### src/rtl/cpu_pkg.sv
// Shared CPU-core constants: default register-file geometry and architectural register indices.
package cpu_pkg;
    localparam int XLEN_DEF  = 32;
    localparam int NREGS_DEF = 32;
    localparam int NRD_DEF   = 2;
    localparam int REG_ZERO  = 0;
endpackage

### src/rtl/reg_file_sb_if.sv
// Decode/writeback bus of the register file: operand reads, result writes, destination reservations.
interface reg_file_sb_if
    import cpu_pkg::*;
#(
    parameter int XLEN  = XLEN_DEF,
    parameter int NREGS = NREGS_DEF,
    parameter int NRD   = NRD_DEF
);
    localparam int AW = $clog2(NREGS);

    logic [NRD*AW-1:0]   raddr;
    logic [NRD*XLEN-1:0] rdata;
    logic [NRD-1:0]      rbusy;
    logic [NRD-1:0]      rreq;
    logic                stall;
    logic                we;
    logic [AW-1:0]       waddr;
    logic [XLEN-1:0]     wdata;
    logic                iss;
    logic [AW-1:0]       iaddr;
    logic [NREGS-1:0]    busy;

    modport master (
        output raddr, rreq, we, waddr, wdata, iss, iaddr,
        input  rdata, rbusy, stall, busy
    );

    modport slave (
        input  raddr, rreq, we, waddr, wdata, iss, iaddr,
        output rdata, rbusy, stall, busy
    );
endinterface

### src/rtl/reg_sb.sv
// Busy scoreboard: one reservation bit per register, set by issue, cleared by writeback, set wins.
module reg_sb
    import cpu_pkg::*;
#(
    parameter int  NREGS = NREGS_DEF,
    localparam int AW    = $clog2(NREGS)
) (
    input  logic             clk,
    input  logic             rst_n,
    input  logic             iss,
    input  logic [AW-1:0]    iaddr,
    input  logic             we,
    input  logic [AW-1:0]    waddr,
    output logic [NREGS-1:0] busy
);
    logic [NREGS-1:0] busy_reg;
    logic [NREGS-1:0] busy_next;

    genvar gi;
    generate
        for (gi = 0; gi < NREGS; gi++) begin : g_bit
            if (gi == REG_ZERO) begin : g_zero
                assign busy_next[gi] = 1'b0;
            end else begin : g_live
                logic set_hit;
                logic clr_hit;
                assign set_hit = iss && (iaddr == AW'(gi));
                assign clr_hit = we && (waddr == AW'(gi));
                // A same-edge issue belongs to the newer producer, so it overrides the release.
                assign busy_next[gi] = set_hit ? 1'b1 : (clr_hit ? 1'b0 : busy_reg[gi]);
            end
        end
    endgenerate

    always_ff @(posedge clk or negedge rst_n) begin
        if (!rst_n) begin
            busy_reg <= '0;
        end else begin
            busy_reg <= busy_next;
        end
    end

    assign busy = busy_reg;
endmodule

### src/rtl/reg_file_sb.sv
// Parametrised register file with combinational read ports and a busy scoreboard for RAW stalls.
// Build option REG_FILE_SB_BYPASS_EN forwards same-cycle writeback data and release to the read ports.
module reg_file_sb
    import cpu_pkg::*;
#(
    parameter int XLEN  = XLEN_DEF,
    parameter int NREGS = NREGS_DEF,
    parameter int NRD   = NRD_DEF
) (
    input logic         clk,
    input logic         rst_n,
    reg_file_sb_if.slave bus
);
    localparam int AW = $clog2(NREGS);

    logic [XLEN-1:0]  regs_reg [NREGS];
    logic [NREGS-1:0] busy_vec;
    logic [NRD-1:0]   rbusy_vec;

    reg_sb #(.NREGS(NREGS)) u_sb (
        .clk   (clk),
        .rst_n (rst_n),
        .iss   (bus.iss),
        .iaddr (bus.iaddr),
        .we    (bus.we),
        .waddr (bus.waddr),
        .busy  (busy_vec)
    );

    genvar gi;
    generate
        for (gi = 0; gi < NREGS; gi++) begin : g_reg
            logic wr_en;
            // x0 is hardwired: its write enable is constant false.
            assign wr_en = (gi != REG_ZERO) && bus.we && (bus.waddr == AW'(gi));

            always_ff @(posedge clk or negedge rst_n) begin
                if (!rst_n) begin
                    regs_reg[gi] <= '0;
                end else if (wr_en) begin
                    regs_reg[gi] <= bus.wdata;
                end
            end
        end
    endgenerate

`ifdef REG_FILE_SB_BYPASS_EN
    logic reissue;
    assign reissue = bus.iss && (bus.iaddr == bus.waddr);
`endif

    generate
        for (gi = 0; gi < NRD; gi++) begin : g_rd
            logic [AW-1:0]   ra;
            logic [XLEN-1:0] rd;
            logic            rb;
            assign ra = bus.raddr[gi*AW +: AW];

`ifdef REG_FILE_SB_BYPASS_EN
            logic wr_hit;
            assign wr_hit = bus.we && (bus.waddr == ra);
`endif

            always_comb begin
                rd = regs_reg[ra];
                rb = busy_vec[ra];
                if (ra == AW'(REG_ZERO)) begin
                    rd = '0;
                    rb = 1'b0;
                end
`ifdef REG_FILE_SB_BYPASS_EN
                // Writeback in flight: its data is forwarded, its release is visible now
                // unless the same register is re-reserved this very cycle.
                else if (wr_hit) begin
                    rd = bus.wdata;
                    rb = reissue ? busy_vec[ra] : 1'b0;
                end
`endif
            end

            assign bus.rdata[gi*XLEN +: XLEN] = rd;
            assign rbusy_vec[gi]              = rb;
        end
    endgenerate

    assign bus.rbusy = rbusy_vec;
    assign bus.stall = |(rbusy_vec & bus.rreq);
    assign bus.busy  = busy_vec;
endmodule

### src/flat_wrapper.sv
// flat-port wrapper written by rule: the top's interface ports become plain ports
module reg_file_sb_flat import cpu_pkg::*;
#(
    parameter int XLEN  = XLEN_DEF,
    parameter int NREGS = NREGS_DEF,
    parameter int NRD   = NRD_DEF
)
  (clk, rst_n, bus_raddr, bus_rreq, bus_we, bus_waddr, bus_wdata, bus_iss, bus_iaddr, bus_rdata, bus_rbusy, bus_stall, bus_busy);
  reg_file_sb_if #(.XLEN(XLEN), .NREGS(NREGS), .NRD(NRD)) bus_i ();
  input logic clk;
  input logic rst_n;
  input wire logic [$bits(bus_i.raddr)-1:0] bus_raddr;
  input wire logic [$bits(bus_i.rreq)-1:0] bus_rreq;
  input wire logic [$bits(bus_i.we)-1:0] bus_we;
  input wire logic [$bits(bus_i.waddr)-1:0] bus_waddr;
  input wire logic [$bits(bus_i.wdata)-1:0] bus_wdata;
  input wire logic [$bits(bus_i.iss)-1:0] bus_iss;
  input wire logic [$bits(bus_i.iaddr)-1:0] bus_iaddr;
  output wire logic [$bits(bus_i.rdata)-1:0] bus_rdata;
  output wire logic [$bits(bus_i.rbusy)-1:0] bus_rbusy;
  output wire logic [$bits(bus_i.stall)-1:0] bus_stall;
  output wire logic [$bits(bus_i.busy)-1:0] bus_busy;
  assign bus_i.raddr = bus_raddr;
  assign bus_i.rreq = bus_rreq;
  assign bus_i.we = bus_we;
  assign bus_i.waddr = bus_waddr;
  assign bus_i.wdata = bus_wdata;
  assign bus_i.iss = bus_iss;
  assign bus_i.iaddr = bus_iaddr;
  assign bus_rdata = bus_i.rdata;
  assign bus_rbusy = bus_i.rbusy;
  assign bus_stall = bus_i.stall;
  assign bus_busy = bus_i.busy;
  reg_file_sb #(.XLEN(XLEN), .NREGS(NREGS), .NRD(NRD)) u_core (.clk(clk), .rst_n(rst_n), .bus(bus_i));
endmodule
### config.mk
export PLATFORM = sky130hd
export DESIGN_NAME = reg_file_sb_flat
export DESIGN_NICKNAME = d
export VERILOG_FILES = /design/src/rtl/cpu_pkg.sv /design/src/rtl/reg_file_sb_if.sv /design/src/rtl/reg_sb.sv /design/src/rtl/reg_file_sb.sv /design/src/flat_wrapper.sv
export SDC_FILE = /design/constraint.sdc
export NUM_CORES = 2
export LEC_CHECK = 0
export CORE_UTILIZATION = 55
export DETAILED_ROUTE_END_ITERATION = 7
export PLACE_DENSITY = 0.72
export SETUP_SLACK_MARGIN = 0.05
export SLEW_MARGIN = 20
export SYNTH_ARGS = -nofsm -noshare
export SYNTH_HDL_FRONTEND = slang
export SYNTH_SLANG_ARGS = --single-unit
### constraint.sdc
create_clock -name clk -period 3.4 [get_ports clk]
set_input_delay 0.68 -clock clk [delete_from_list [all_inputs] [get_ports clk]]
set_output_delay 0.68 -clock clk [all_outputs]
set_load 0.01 [all_outputs]
==> insert_results.sql <==
INSERT INTO impl_metrics (metric_group, metric, value, unit) VALUES
('pwr', 'irDropWorstVdd', '0.4947', 'mV'),
('logic_synthesis', 'yosys_most_used_dff', 'sky130_fd_sc_hd__dfrtp_1', ''),
('logic_synthesis', 'ys_seq_area_frac', '0.4696', ''),
('routing', 'ant_nets', '0', ''),
('sta', 'slew_headroom', '0.2677', ''),
('worst_setup_path', 'timing.critical_path.from_type', 'input port', ''),
('logic_synthesis', 'synthesized_area_fraction_occupied_by_ao_oa_aoi_and_oai_cells', '0.01777', ''),
('run', 'timing.max_cap.violations', '0', ''),
('worst_hold_path', 'timing.hold.worst.class', 'input port to asynchronous set/reset pin', ''),
('die', 'io_pins', '157', ''),
('outcome', 'violations_in_the_final_reports', 'setup timing', ''),
('pwr', 'power.static_leakage', '28.70', 'nW'),
('logic_synthesis', 'postSynth.asyncResetShare', '1.000', ''),
('sta', 'achievable-frequency', '291.1', 'MHz'),
('sta', 'fin_crit_sh', '1.011', ''),
('logic_synthesis', 'adder_and_majority_cell_fraction_of_the_synthesized_area', '0', ''),
('logic_synthesis', 'ys_warn_count', '0', ''),
('logic_synthesis', 'synthXorXnorAreaFrac', '0', ''),
('place', 'placedInstanceArea', '0.05943', 'sq mm'),
('logic_synthesis', 'synth.ff_latch_count', '1023', ''),
('clock_tree', 'clk_transition_reported_paths', '0.06', 'ns'),
('logic_synthesis', 'post-synth-top-count-cell', 'sky130_fd_sc_hd__mux2_2', ''),
('logic_synthesis', 'yosys.area_share.simple', '0.007942', ''),
('place', 'gp_congestion', '0.8630', ''),
('sta', 'final_period_minus_worst_setup_slack', '3.436', 'ns'),
('logic_synthesis', 'synth_edf_count', '0', ''),
('logic_synthesis', 'synth_top_family_by_area', 'multiplexers', ''),
('logic_synthesis', 'cell_area_synth', '0.05451', 'sq mm'),
('global_routing', 'pin_count_of_the_biggest_net_entering_global_routing', '122', ''),
('global_routing', 'overall_routing_resource_usage', '0.3495', ''),
('pwr', 'power.density_cell_area', '579.4', 'mW/mm^2'),
('logic_synthesis', 'synth_mux_area_frac', '0.4752', ''),
('clock_tree', 'insertion_delay', '0.70', 'ns'),
('worst_setup_path', 'timing_worst_setup_path_type', 'input port to output port', ''),
('place', 'hpwl', '95800', 'microns'),
('routing', 'drt-wirelength-per-cell', '34.16', 'microns'),
('final_layout', 'largest_register_ff_count', '992', ''),
('routing', 'num_vias', '35460', ''),
('sta', 'final.setup_skew', '0', 'ns'),
('global_routing', 'number_of_antenna_violations_at_the_first_check_in_global_routing', '3', ''),
('worst_setup_path', 'setup.worst_path.end_class', 'output port', ''),
('global_routing', 'first_global_vias', '37320', ''),
('logic_synthesis', 'netlist_top_cells_area', 'sky130_fd_sc_hd__dfrtp_1 47%, sky130_fd_sc_hd__mux4_2 24%, sky130_fd_sc_hd__mux2_2 23%, sky130_fd_sc_hd__clkbuf_1 1.4%, sky130_fd_sc_hd__a22o_1 1.2%', ''),
('final_layout', 'finalCoreUtilization', '0.6744', ''),
('die', 'die_area', '0.1004', 'sq mm'),
('die', 'initial_utilization', '0.5547', ''),
('place', 'place.port_buffers', '155', ''),
('final_layout', 'layout.cells.non_filler', '5008', ''),
('die', 'die_width', '316.8', 'microns'),
('logic_synthesis', 'synth_largest_area_cell', 'sky130_fd_sc_hd__dfrtp_1', ''),
('die', 'die_height', '316.8', 'microns'),
('final_layout', 'n_fill_cell', '6407', ''),
('logic_synthesis', 'ys_types', '39', ''),
('clock_tree', 'tritoncts', 'yes', ''),
('clock_tree', 'max-clock-path-buffers', '3', ''),
('sta', 'worst_setup_margin', '-0.03576', 'ns'),
('global_routing', 'first_pass_grt_wire_length', '254700', 'microns'),
('sta', 'setup-violations-final', '6', ''),
('die', 'core_area', '0.09828', 'sq mm'),
('sta', 'final_max_slew_viol_count', '0', ''),
('logic_synthesis', 'synthesis.instances', '3327', ''),
('final_layout', 'layout_cell_share_with_drive_strength_beyond_1', '0.6495', ''),
('routing', 'routed_via_density', '7.081', ''),
('sta', 'timing.final.hold_violations', '0', ''),
('global_routing', 'grt_overflow', '0', ''),
('routing', 'wl', '171100', 'microns'),
('logic_synthesis', 'synthTopCellsByCount', '1122 x sky130_fd_sc_hd__mux2_2, 1023 x sky130_fd_sc_hd__dfrtp_1, 585 x sky130_fd_sc_hd__mux4_2', ''),
('routing', 'initial_detailed_routing_violation_count', '3715', ''),
('outcome', 'outcome', 'complete, but fails checks', ''),
('routing', 'detail_route.drc_violations', '0', ''),
('worst_setup_path', 'timing.critical_path.required', '2.72', 'ns');
-- cell type report --
class                           instances  area (sq um)  area share
Multi-Input combinational cell       1927         27740      0.4186
Timing Repair Buffer                  553          7395      0.1116
Timing Repair inverter                  1         8.758   0.0001321
Inverter                               10         76.32    0.001152
Antenna cell                            1         2.502  0.00003776
Clock inverter                         47         580.6    0.008759
Sequential cell                      1023         25600      0.3863
Clock buffer                          159          3261     0.04919
Tap cell                             1287          1610     0.02430
-- kinds of logic (layout without fill, tap and decap cells) --
logic type             count (synthesis)  count (layout)
buffers and inverters                377             770
multiplexers                        1716            1716
AND/OR/NAND/NOR                       88              88
other                                  1               2
flip-flops                          1023            1023
AO/OA/AOI/OAI                        122             122
-- worst paths after layout --
check                                           from                   end  slack, ns  depth (start not counted)
worst min-delay path                           rst_n  u_core.regs_reg[351]       0.50                          2
min in group clk                u_core.regs_reg[809]  u_core.regs_reg[809]       0.52                          1
max in group asynchronous                      rst_n  u_core.regs_reg[583]       1.76                          4
worst min register to register  u_core.regs_reg[809]  u_core.regs_reg[809]       0.52                          1
worst max-delay path                    bus_raddr[0]         bus_rdata[26]      -0.04                          9
worst max register to register  u_core.u_sb.busy[15]  u_core.u_sb.busy[15]       2.39                          4
-- critical path, cell delays in order --
cell,delay [ns]
sky130_fd_sc_hd__bufbuf_16,0.28
sky130_fd_sc_hd__buf_16,0.15
sky130_fd_sc_hd__nor2b_4,0.18
sky130_fd_sc_hd__buf_12,0.17
sky130_fd_sc_hd__buf_12,0.15
sky130_fd_sc_hd__a22o_1,0.23
sky130_fd_sc_hd__mux4_2,0.48
sky130_fd_sc_hd__mux2_4,0.30
sky130_fd_sc_hd__buf_6,0.12
-- routing by layer --
metal	vias up	wire length, microns	global-route usage
li1	13700	-	-
met1	19340	66500	0.4860
met2	1992	80740	0.5375
met3	428	16430	0.07826
met4	4	7372	0.1444
met5	-	24	0
-- where the power goes --
| group | switching [mW] | internal [mW] |
|---|---|---|
| combinational | 3.26 | 5.90 |
| sequential | 1.91 | 14.6 |
| clock | 5.20 | 7.55 |
| total | 10.4 | 28.0 |
-- layout by cell type, fill, tap and decap left out, drive strengths merged, types with 2 or more instances in the layout --
| master | synthesis | layout |
|---|---|---|
| nor2 | 23 | 23 |
| a211o | 2 | 2 |
| nor2b | 10 | 10 |
| o311ai | 4 | 4 |
| nand3 | 4 | 4 |
| o22ai | 2 | 2 |
| a211oi | 4 | 4 |
| bufbuf | 0 | 9 |
| a22o | 73 | 73 |
| buf | 164 | 454 |
| nand2b | 9 | 9 |
| bufinv | 0 | 13 |
| clkinv | 0 | 28 |
| clkdlybuf4s15 | 0 | 7 |
| clkinvlp | 0 | 6 |
| nand4 | 2 | 2 |
| mux2i | 8 | 8 |
| o31ai | 5 | 5 |
| clkbuf | 203 | 165 |
| and3 | 2 | 2 |
| o21ai | 24 | 24 |
| mux4 | 585 | 585 |
| a32o | 4 | 4 |
| mux2 | 1123 | 1123 |
| nand2 | 20 | 20 |
| dfrtp | 1023 | 1023 |
| or2 | 3 | 3 |
| or3 | 3 | 3 |
| nor4 | 3 | 3 |
| inv | 10 | 11 |
| clkdlybuf4s50 | 0 | 75 |
| nor3 | 7 | 7 |
-- per-stage QoR --
| stage | hold WS, ns | TNS, ns | worst slack [ns] | power, mW |
|---|---|---|---|---|
| after floorplan | 0.3844 | 0 | 0.1595 | 21.94 |
| after global placement | 0.4950 | -30.04 | -0.5441 | 24.50 |
| after detailed placement | 0.5107 | -30.23 | -0.5313 | 25.09 |
| after CTS | 0.4935 | -0.5578 | -0.07181 | 38.28 |
| after global routing | 0.5261 | -0.4155 | -0.06006 | 39.79 |
| final | 0.4974 | -0.1056 | -0.03576 | 38.40 |
-- timing repair --
item | CTS | global route
gates resized for setup | 467 | 44
pin swaps | 8 | 15
hold buffers | 1 | 0
setup endpoints to repair | 67 | 50
endpoints found under the hold margin | 33 | 0
gates cloned | 36 | 2
buffers inserted | 93 | 27
Note: power is estimated with default switching activity, not from simulation.
